## config.mk

```make
export PLATFORM = sky130hd
export DESIGN_NAME = stream_arb2
export DESIGN_NICKNAME = d
export VERILOG_FILES = /design/src/rtl/stream_arb2.sv
export SDC_FILE = /design/constraint.sdc
export NUM_CORES = 1
export LEC_CHECK = 0
export CAP_MARGIN = 25
export CELL_PAD_IN_SITES_DETAIL_PLACEMENT = 0
export CELL_PAD_IN_SITES_GLOBAL_PLACEMENT = 1
export CORE_ASPECT_RATIO = 1.25
export CORE_MARGIN = 2
export CORE_UTILIZATION = 28
export DETAILED_ROUTE_END_ITERATION = 8
export MAX_ROUTING_LAYER = met4
export PLACE_DENSITY = 0.78
export SLEW_MARGIN = 10
export SYNTH_ARGS = -nofsm -noshare
export SYNTH_HDL_FRONTEND = slang
export SYNTH_SLANG_ARGS = --single-unit
export TNS_END_PERCENT = 100
```

## constraint.sdc

```tcl
create_clock -name clk -period 1.2 [get_ports clk]
set_input_delay 0.3 -clock clk [delete_from_list [all_inputs] [get_ports clk]]
set_output_delay 0.3 -clock clk [all_outputs]
set_load 0.1 [all_outputs]
```

## src/rtl/stream_arb2.sv

```systemverilog
// stream_arb2: two-input stream arbiter feeding a registered output stage (round robin when STREAM_ARB2_RR_EN is defined, else fixed A priority).
// Latency: one cycle from input handshake to y_valid/y_data.
// Backpressure: y_ready gates both input readies combinationally, so a stalled output holds and restarts with no bubble.
module stream_arb2 #(
    parameter int WIDTH = 8
) (
    input  logic             clk,
    input  logic             rst_n,
    input  logic [WIDTH-1:0] a_data,
    input  logic             a_valid,
    output logic             a_ready,
    input  logic [WIDTH-1:0] b_data,
    input  logic             b_valid,
    output logic             b_ready,
    output logic             sel,
    output logic [WIDTH-1:0] y_data,
    output logic             y_valid,
    input  logic             y_ready,
    output logic             y_src
);

    logic [WIDTH-1:0] y_data_q,  y_data_d;
    logic             y_valid_q, y_valid_d;
    logic             y_src_q,   y_src_d;
    logic             load;
    logic             sel_c;

`ifdef STREAM_ARB2_RR_EN
    logic last_src_q, last_src_d;

    always_comb begin
        sel_c = last_src_q;
        unique case ({a_valid, b_valid})
            2'b11:   sel_c = !last_src_q;
            2'b10:   sel_c = 1'b0;
            2'b01:   sel_c = 1'b1;
            default: sel_c = last_src_q;
        endcase
    end
`else
    always_comb begin
        sel_c = !a_valid && b_valid;
    end
`endif

    // rst_n gates the readies so no producer sees a handshake while the register is held in reset.
    always_comb begin
        load    = !y_valid_q || y_ready;
        a_ready = rst_n && load && a_valid && !sel_c;
        b_ready = rst_n && load && b_valid &&  sel_c;
    end

    always_comb begin
        y_data_d  = y_data_q;
        y_valid_d = y_valid_q;
        y_src_d   = y_src_q;
`ifdef STREAM_ARB2_RR_EN
        last_src_d = last_src_q;
`endif
        if (load) begin
            if (a_ready) begin
                y_data_d  = a_data;
                y_valid_d = 1'b1;
                y_src_d   = 1'b0;
`ifdef STREAM_ARB2_RR_EN
                last_src_d = 1'b0;
`endif
            end else if (b_ready) begin
                y_data_d  = b_data;
                y_valid_d = 1'b1;
                y_src_d   = 1'b1;
`ifdef STREAM_ARB2_RR_EN
                last_src_d = 1'b1;
`endif
            end else begin
                y_valid_d = 1'b0;
            end
        end
    end

    always_ff @(posedge clk or negedge rst_n) begin
        if (!rst_n) begin
            y_data_q  <= '0;
            y_valid_q <= 1'b0;
            y_src_q   <= 1'b0;
        end else begin
            y_data_q  <= y_data_d;
            y_valid_q <= y_valid_d;
            y_src_q   <= y_src_d;
        end
    end

`ifdef STREAM_ARB2_RR_EN
    // Reset to B so that A wins the first contention.
    always_ff @(posedge clk or negedge rst_n) begin
        if (!rst_n) begin
            last_src_q <= 1'b1;
        end else begin
            last_src_q <= last_src_d;
        end
    end
`endif

    assign sel     = sel_c;
    assign y_data  = y_data_q;
    assign y_valid = y_valid_q;
    assign y_src   = y_src_q;

endmodule
```

* Word-level counts from Yosys, hierarchy flattened *
Index checks and enable logic that the tools add are counted.

storage, ports and cells
  bits of input ports = 21
  output and inout bits = 13
  bits in registers = 10

cells by class
  reduce and logical (&&, ||, !) cells = 12
  mux-type cells = 6

operator list
  kind                 number
  two-way mux 8 bit    2
  logical AND 1 bit    6
  two-way mux 1 bit    4
  logical NOT 1 bit    3
  AND reduction 2 bit  1
  nonzero test 2 bit   1
  logical OR 1 bit     1

* Logic depth before layout (Yosys ltp) *
Gate-level depths: netlist of the first run.

  depth in word-level cells = 7
  gate-level depth with buffers = 5

* Worst setup path before layout of the first run *
No wires, ideal clock.

  kind = register to output
  start = register y_valid_q (netlist: y_valid)
  end = output b_ready
  cell stages (with the launch flop) = 4
  buffers on the path = 1
  arrival time = 1.952 ns
  slack = -1.052 ns
  cells stage by stage = dfrtp_1 > nand2b_4 > buf_6 > and3_1

on the way
  longest elaborated chain between the ends = 5

ends and longest elaborated chain
  element                          RTL line  source
  start, declared                  23        logic y_valid_q, y_valid_d;
  start signal, assigned           88        y_valid_q <= y_valid_d;
  logical NOT 1 bit                48        load = !y_valid_q || y_ready;
  logical OR 1 bit                 48
  logical AND 1 bit (3 in series)  50        b_ready = rst_n && load && b_valid && sel_c;
  end, declared                    14        output logic b_ready,

No other way between the ends.

* Worst setup path after layout of the first run *
Same ends and word-level chain as after synthesis.

==> results of run 1 <==
kinds of logic after synthesis:
group,share of synthesized area
flops,0.3788
buf+inv,0.1231
simple gates,0.1477
compound gates,0.3504
layout make-up:
class                   instances  share of cell area
clock buffers                   4             0.02663
inverters                       9             0.03030
multi-input cells              34              0.2507
flip-flops and latches         10              0.1938
well taps                      31             0.02847
repair buffers                 56              0.4702
cells in the mapped netlist:
| cell | count |
|---|---|
| o21ai_0 | 1 |
| nand2_2 | 1 |
| inv_2 | 1 |
| nor2b_1 | 1 |
| inv_1 | 8 |
| buf_6 | 2 |
| nand2_1 | 1 |
| nor3_1 | 8 |
| a31oi_1 | 1 |
| buf_2 | 2 |
| buf_4 | 2 |
| nor2_1 | 1 |
| dfrtp_1 | 10 |
| o221a_1 | 8 |
| and3_1 | 1 |
| a41oi_2 | 8 |
| nand2b_4 | 1 |
| and2_4 | 2 |
how the worst max path moves through the flow:
stage / startpoint / to
3_3_place_gp: b_valid / b_ready
5_1_grt: y_valid / b_ready
4_1_cts: y_valid / b_ready
6_report: y_valid / b_ready
3_5_place_dp: b_valid / b_ready
2_1_floorplan: y_valid / b_ready
flip-flops by register name, indices dropped and copies added, names as in the netlist:
register and cells:
y_src 1, y_valid 1, y_data 8
worst max-delay path, cell delays in order (launching register included):
cell,delay [ns]
dfrtp_4,0.49
nand2b_4,0.09
and3_4,0.19
buf_12,0.17
stage by stage:
stage                     total power (uW)  instances  hold WS, ns    util  cell area [um2]
after floorplan                       1142         59     0.004409       -            686.9
after global placement                1611        132       0.5673  0.5716             1264
after detailed placement              1626        132       0.5764  0.5716             1264
after CTS                             1963        141       0.1218  0.6061             1340
after global routing                  2046        144       0.1553  0.6163             1363
final                                 1979        144       0.1430  0.6163             1363
metal layers:
metal,vias up,global-route usage
met4,0,0.08333
li1,333,-
met2,23,0.3185
met3,6,0.03988
met5,-,-
met1,336,0.2119
where the power goes:
group | internal, uW | total [uW] | switching [uW]
combinational | 481 | 1160 | 683
sequential | 413 | 495 | 81.8
clock | 185 | 319 | 135
repair_timing:
item / CTS / global route
endpoints found under the setup margin: 12 / 19
setup buffers: 5 / 4
pin swaps: 1 / 1
resized for setup: 14 / 1
==> impl_metrics.py, run 1 <==
metrics = {
    "sta": {
        "fin_crit_sh": 1.269,
        "finalHoldViolCount": 0,
        "tns_ns": -2.489,
        "relSlewSlack": 0.8199,
        "tightest_slew_ns": 0.2681,
        "rsz0062_at_grt": "yes",
        "setup_viol": 12,
        "period_minus_slack_ns": 1.523,
        "max_clock_freq_ghz": 0.6568,
        "layout_setup_ws_ns": -0.3226,
        "skew_ns": 0.001615,
        "finalMaxSlewViolations": 0,
    },
    "logic_synthesis": {
        "synth_area_leaders": "dfrtp_1 (38%), a41oi_2 (20%), o221a_1 (14%)",
        "yosysSeqAreaShare": 0.3788,
        "ys_ff_latch": 10,
        "syn_nets": 80,
        "synth_warnings": 0,
        "synth_cells": 59,
        "synth_area_um2": 660.6,
        "avgSynthCellArea_um2": 11.20,
        "netlist.area_leader.share": 0.3788,
        "synth_cell_types": 18,
        "synth_area_leader_cell": "dfrtp_1",
    },
    "status": {
        "status": "finished, violations left",
        "violations": "negative setup slack",
    },
    "clocking": {
        "cts_max_path_buffers": 2,
        "cts_buffers": 3,
        "cts_tree": "built",
        "cts_root_buffer": "clkbuf_4",
        "cts_hold_buf": 0,
        "cts.sinks": 10,
        "cts_htree_levels": 1,
        "worstSkewPairLatency_ns": 0.28,
        "clk_pin_slew_worst_paths_ns": 0.07,
    },
    "floorplanning": {
        "core_area_mm2": 0.002211,
        "die_y_um": 58.31,
        "dieArea_mm2": 0.002766,
        "initial_utilization": 0.2988,
        "die_w_um": 47.45,
        "io-pin-count": 34,
        "rows": 19,
    },
    "cells_and_area": {
        "multi_input_area_um2": 341.6,
        "layout_common_cells": "buf_4 (20), clkdlybuf4s50_1 (16), buf_12 (14)",
        "num_antenna_cells": 0,
        "layout_commonest_cell": "buf_4",
        "nNetsFinal": 135,
        "area_growth_pct": 106.3,
        "fillers": 192,
        "drive_gt1_frac": 0.5841,
        "regArea_um2": 264.0,
    },
    "global_route": {
        "grt_pass1_wl_um": 3581,
        "grt_pass1_vias": 772,
        "antenna_found_initial": 0,
        "grt_max_degree": 14,
        "grt_overflow_total": 0,
        "grtUsageTotal": 0.1913,
    },
    "route": {
        "firstDrtPassIters": 3,
        "wl_met3_um": 90,
        "totalWireLength_um": 2225,
        "highest_layer": "met4",
        "met1_length_um": 870,
        "detail_route.iter0.violations": 5,
        "num_vias": 698,
        "routedWlPerCell_um": 15.45,
        "avgViaCountPerCell": 4.847,
        "dr_wl_met2_um": 1194,
        "drc_errors": 0,
        "drt.antenna.violating_nets": 0,
    },
    "pwr": {
        "ir_worst_vdd_uv": 860.4,
        "leakage_uw": 0.0005701,
        "p_per_area_mw_per_mm2": 1452,
    },
    "worst_setup_path": {
        "r2r-end": "y_data[2]",
        "r2r_start": "y_valid",
        "cp.arrival_ns": 1.22,
        "worstSetupEndpointType": "output pin",
        "required_ns": 0.90,
        "rr_worst_depth": 6,
        "regToRegSetupSlack_ns": -0.21,
        "criticalPathCategory": "flip-flop to output pin",
        "cp-start-kind": "flip-flop",
        "critPathMaxFanout": 4,
    },
    "run": {
        "maxCapViolCount": 0,
    },
    "placed_design": {
        "dp_hpwl_um": 1641,
        "place_congestion": 0.7123,
        "place_ws_ns": -0.4755,
        "port_buffers": 33,
    },
    "worst_hold_path": {
        "hp-class": "primary input to async pin",
    },
}
No activity file was read; power rests on OpenSTA's default activity.
==> inputs of run 2 (changes only) <==
--- a/config.mk
+++ b/config.mk
@@ -5,12 +5,13 @@
 export SDC_FILE = /design/constraint.sdc
 export NUM_CORES = 1
 export LEC_CHECK = 0
+export ABC_AREA = 1
 export CAP_MARGIN = 25
 export CELL_PAD_IN_SITES_DETAIL_PLACEMENT = 0
 export CELL_PAD_IN_SITES_GLOBAL_PLACEMENT = 1
 export CORE_ASPECT_RATIO = 1.25
 export CORE_MARGIN = 2
-export CORE_UTILIZATION = 28
+export CORE_UTILIZATION = 25
 export DETAILED_ROUTE_END_ITERATION = 8
 export MAX_ROUTING_LAYER = met4
 export PLACE_DENSITY = 0.78
==> run 2 against run 1 <==
Net effect: the run still ends with negative setup slack left; sequential power fell by 6.1%; maximum frequency fell by 5.7%; sequential share of layout area fell by 0.67 points; critical path type unchanged; highest routed layer unchanged; critical endpoint unchanged; largest cell class unchanged; non-clock buffer count decreased by 4.
==> impl_metrics.py, run 2 <==
metrics = {
    "global_route": {
        "grtUsageTotal": 0.1410,
        "grt_overflow_total": 0,
        "grt_max_degree": 13,
        "grt_pass1_wl_um": 2960,
        "antenna_found_initial": 0,
        "grt_pass1_vias": 702,
    },
    "cells_and_area": {
        "nNetsFinal": 161,
        "largest_reg_flops": 8,
        "drive_gt1_frac": 0.3957,
        "multi_input_area_um2": 319.1,
        "utilization": 0.5651,
        "final_area_mm2": 0.001358,
        "num_antenna_cells": 0,
        "layout_common_cells": "nand2_1 (24), inv_1 (17), clkdlybuf4s50_1 (16)",
        "regArea_um2": 254.0,
        "fillers": 234,
        "layout_commonest_cell": "nand2_1",
        "area_growth_pct": 117.9,
    },
    "sta": {
        "tightest_slew_ns": 0.3477,
        "relSlewSlack": 0.7680,
        "finalMaxSlewViolations": 0,
        "fin_crit_sh": 1.346,
        "setup_viol": 12,
        "layout_setup_ws_ns": -0.4147,
        "period_minus_slack_ns": 1.615,
        "max_clock_freq_ghz": 0.6193,
        "skew_ns": 0.01293,
        "finalHoldViolCount": 0,
        "rsz0062_at_grt": "yes",
    },
    "clocking": {
        "cts_root_buffer": "clkbuf_4",
        "clk_pin_slew_worst_paths_ns": 0.08,
        "worstSkewPairLatency_ns": 0.27,
        "cts_tree": "built",
        "cts_htree_levels": 1,
        "cts_hold_buf": 0,
        "cts.sinks": 10,
        "cts_max_path_buffers": 2,
        "cts_buffers": 3,
    },
    "logic_synthesis": {
        "synth_cell_types": 16,
        "synth_warnings": 0,
        "ys_ff_latch": 10,
        "synth.most_common_cell": "nand2_1",
        "netlist.area_leader.share": 0.4016,
        "synth_ff_type": "dfrtp_1",
        "synth_area_um2": 623.1,
        "avgSynthCellArea_um2": 7.331,
        "synth_cells": 85,
        "synthTopCellsByCount": "nand2_1 (27), inv_1 (18), dfrtp_1 (10)",
        "synth_edf_count": 0,
        "syn_nets": 106,
        "synth_area_leaders": "dfrtp_1 (40%), nand2_1 (16%), inv_1 (11%)",
        "yosysSeqAreaShare": 0.4016,
        "synth_area_leader_cell": "dfrtp_1",
        "synthArstFlopShare": 1.000,
    },
    "worst_setup_path": {
        "crit_top_cell": "nand2_4",
        "worstSetupEndpointType": "output pin",
        "cp.arrival_ns": 1.31,
        "criticalPathCategory": "flip-flop to output pin",
        "path_buf_inv": 2,
        "cp_top_family": "flip-flops",
        "cpPeakStageDelay_ns": 0.50,
        "required_ns": 0.90,
        "crit_chain": "nand2_4, nand2_4, inv_2, nand2_4, nor2_4, buf_12",
        "critPathMaxFanout": 3,
        "cp-start-kind": "flip-flop",
        "cpMaxStageDelayCell": "dfrtp_4",
    },
    "placed_design": {
        "dp_hpwl_um": 1326,
        "place_congestion": 0.7410,
        "dpl-instance-area_mm2": 0.001235,
        "port_buffers": 33,
    },
    "pwr": {
        "leakage_uw": 0.0007044,
        "p_per_area_mw_per_mm2": 1346,
        "power_uw": 1827,
        "ir_worst_vdd_uv": 588.1,
    },
    "floorplanning": {
        "initial_utilization": 0.2594,
        "rows": 20,
        "die_y_um": 59.82,
        "dieArea_mm2": 0.002910,
        "core_area_mm2": 0.002402,
        "io-pin-count": 34,
        "die_w_um": 48.66,
    },
    "route": {
        "num_vias": 737,
        "detail_route.iter0.violations": 15,
        "drc_errors": 0,
        "avgViaCountPerCell": 4.285,
        "routedWlPerCell_um": 11.38,
        "totalWireLength_um": 1958,
        "firstDrtPassIters": 4,
        "drt.antenna.violating_nets": 0,
    },
    "run": {
        "maxCapViolCount": 0,
    },
    "status": {
        "status": "finished, violations left",
        "violations": "negative setup slack",
    },
    "worst_hold_path": {
        "hp-class": "primary input to async pin",
    },
}
run 2: stage by stage:
step           TNS [ns]  hold WS (ns)  setup WS [ns]  instances
5_1_grt          -2.727        0.2182        -0.4747        172
3_3_place_gp     -4.962        0.5267        -0.4666        160
4_1_cts          -1.813        0.2084        -0.4344        169
6_report         -2.062        0.2112        -0.4147        172
3_5_place_dp     -5.102        0.5316        -0.4733        160
2_1_floorplan    -1.221      0.004409        -0.5012         85
run 2: repair_timing:
action / 4_1_cts / 5_1_grt
pin swaps: 4 / 3
gates cloned: 1 / 0
setup endpoints to repair: 14 / 15
buffers inserted: 4 / 3
gates resized for setup: 13 / 9
run 2: final cells by class:
type,instances,share of cell area
Multi-Input combinational cell,52,0.2350
Clock buffer,4,0.01935
Timing Repair Buffer,52,0.4608
Sequential cell,10,0.1871
Tap cell,33,0.03041
Inverter,21,0.06728
run 2: final timing paths:
path	end	cells after the start	from	slack (ns)
max	b_ready	6	y_valid	-0.41
min	y_src	2	rst_n	0.21
max reg2reg	y_data[1]	8	y_valid	-0.12
min reg2reg	y_data[6]	2	y_data[6]	0.54
max in group asynchronous	y_data[4]	3	rst_n	0.78
min in group clk	y_src	3	a_valid	0.35
run 2: power breakdown:
| part | internal (uW) | leakage, uW | switching [uW] | total, uW |
|---|---|---|---|---|
| clock | 128 | 0.0000150 | 122 | 250 |
| combinational | 434 | 0.000568 | 677 | 1110 |
| sequential | 400 | 0.000121 | 65.3 | 465 |
| total | 962 | 0.000704 | 865 | 1830 |
run 2: worst register-to-register path, stage by stage, from the launching register on:
cell	delay (ns)
dfrtp_4	0.50
nand2_4	0.10
buf_12	0.11
nand3_4	0.09
buf_6	0.14
buf_8	0.13
nand2_1	0.06
nand3_1	0.06
nand2_1	0.06
run 2: logic make-up (layout without fill, tap and decap cells):
logic type | Yosys count | in the layout | synth area share
AOI/OAI and AO/OA | 1 | 1 | 0.008024
buffers and inverters | 24 | 77 | 0.1727
DFF | 10 | 10 | 0.4016
and+or+nand+nor | 50 | 51 | 0.4177
run 2: metal layers:
| metal | global-route usage | vias up | wire length [um] |
|---|---|---|---|
| met5 | - | - | 0 |
| met4 | 0.1102 | 0 | 38 |
| met3 | 0.02000 | 4 | 91 |
| met2 | 0.2485 | 33 | 1063 |
| met1 | 0.1424 | 331 | 764 |
| li1 | - | 369 | - |
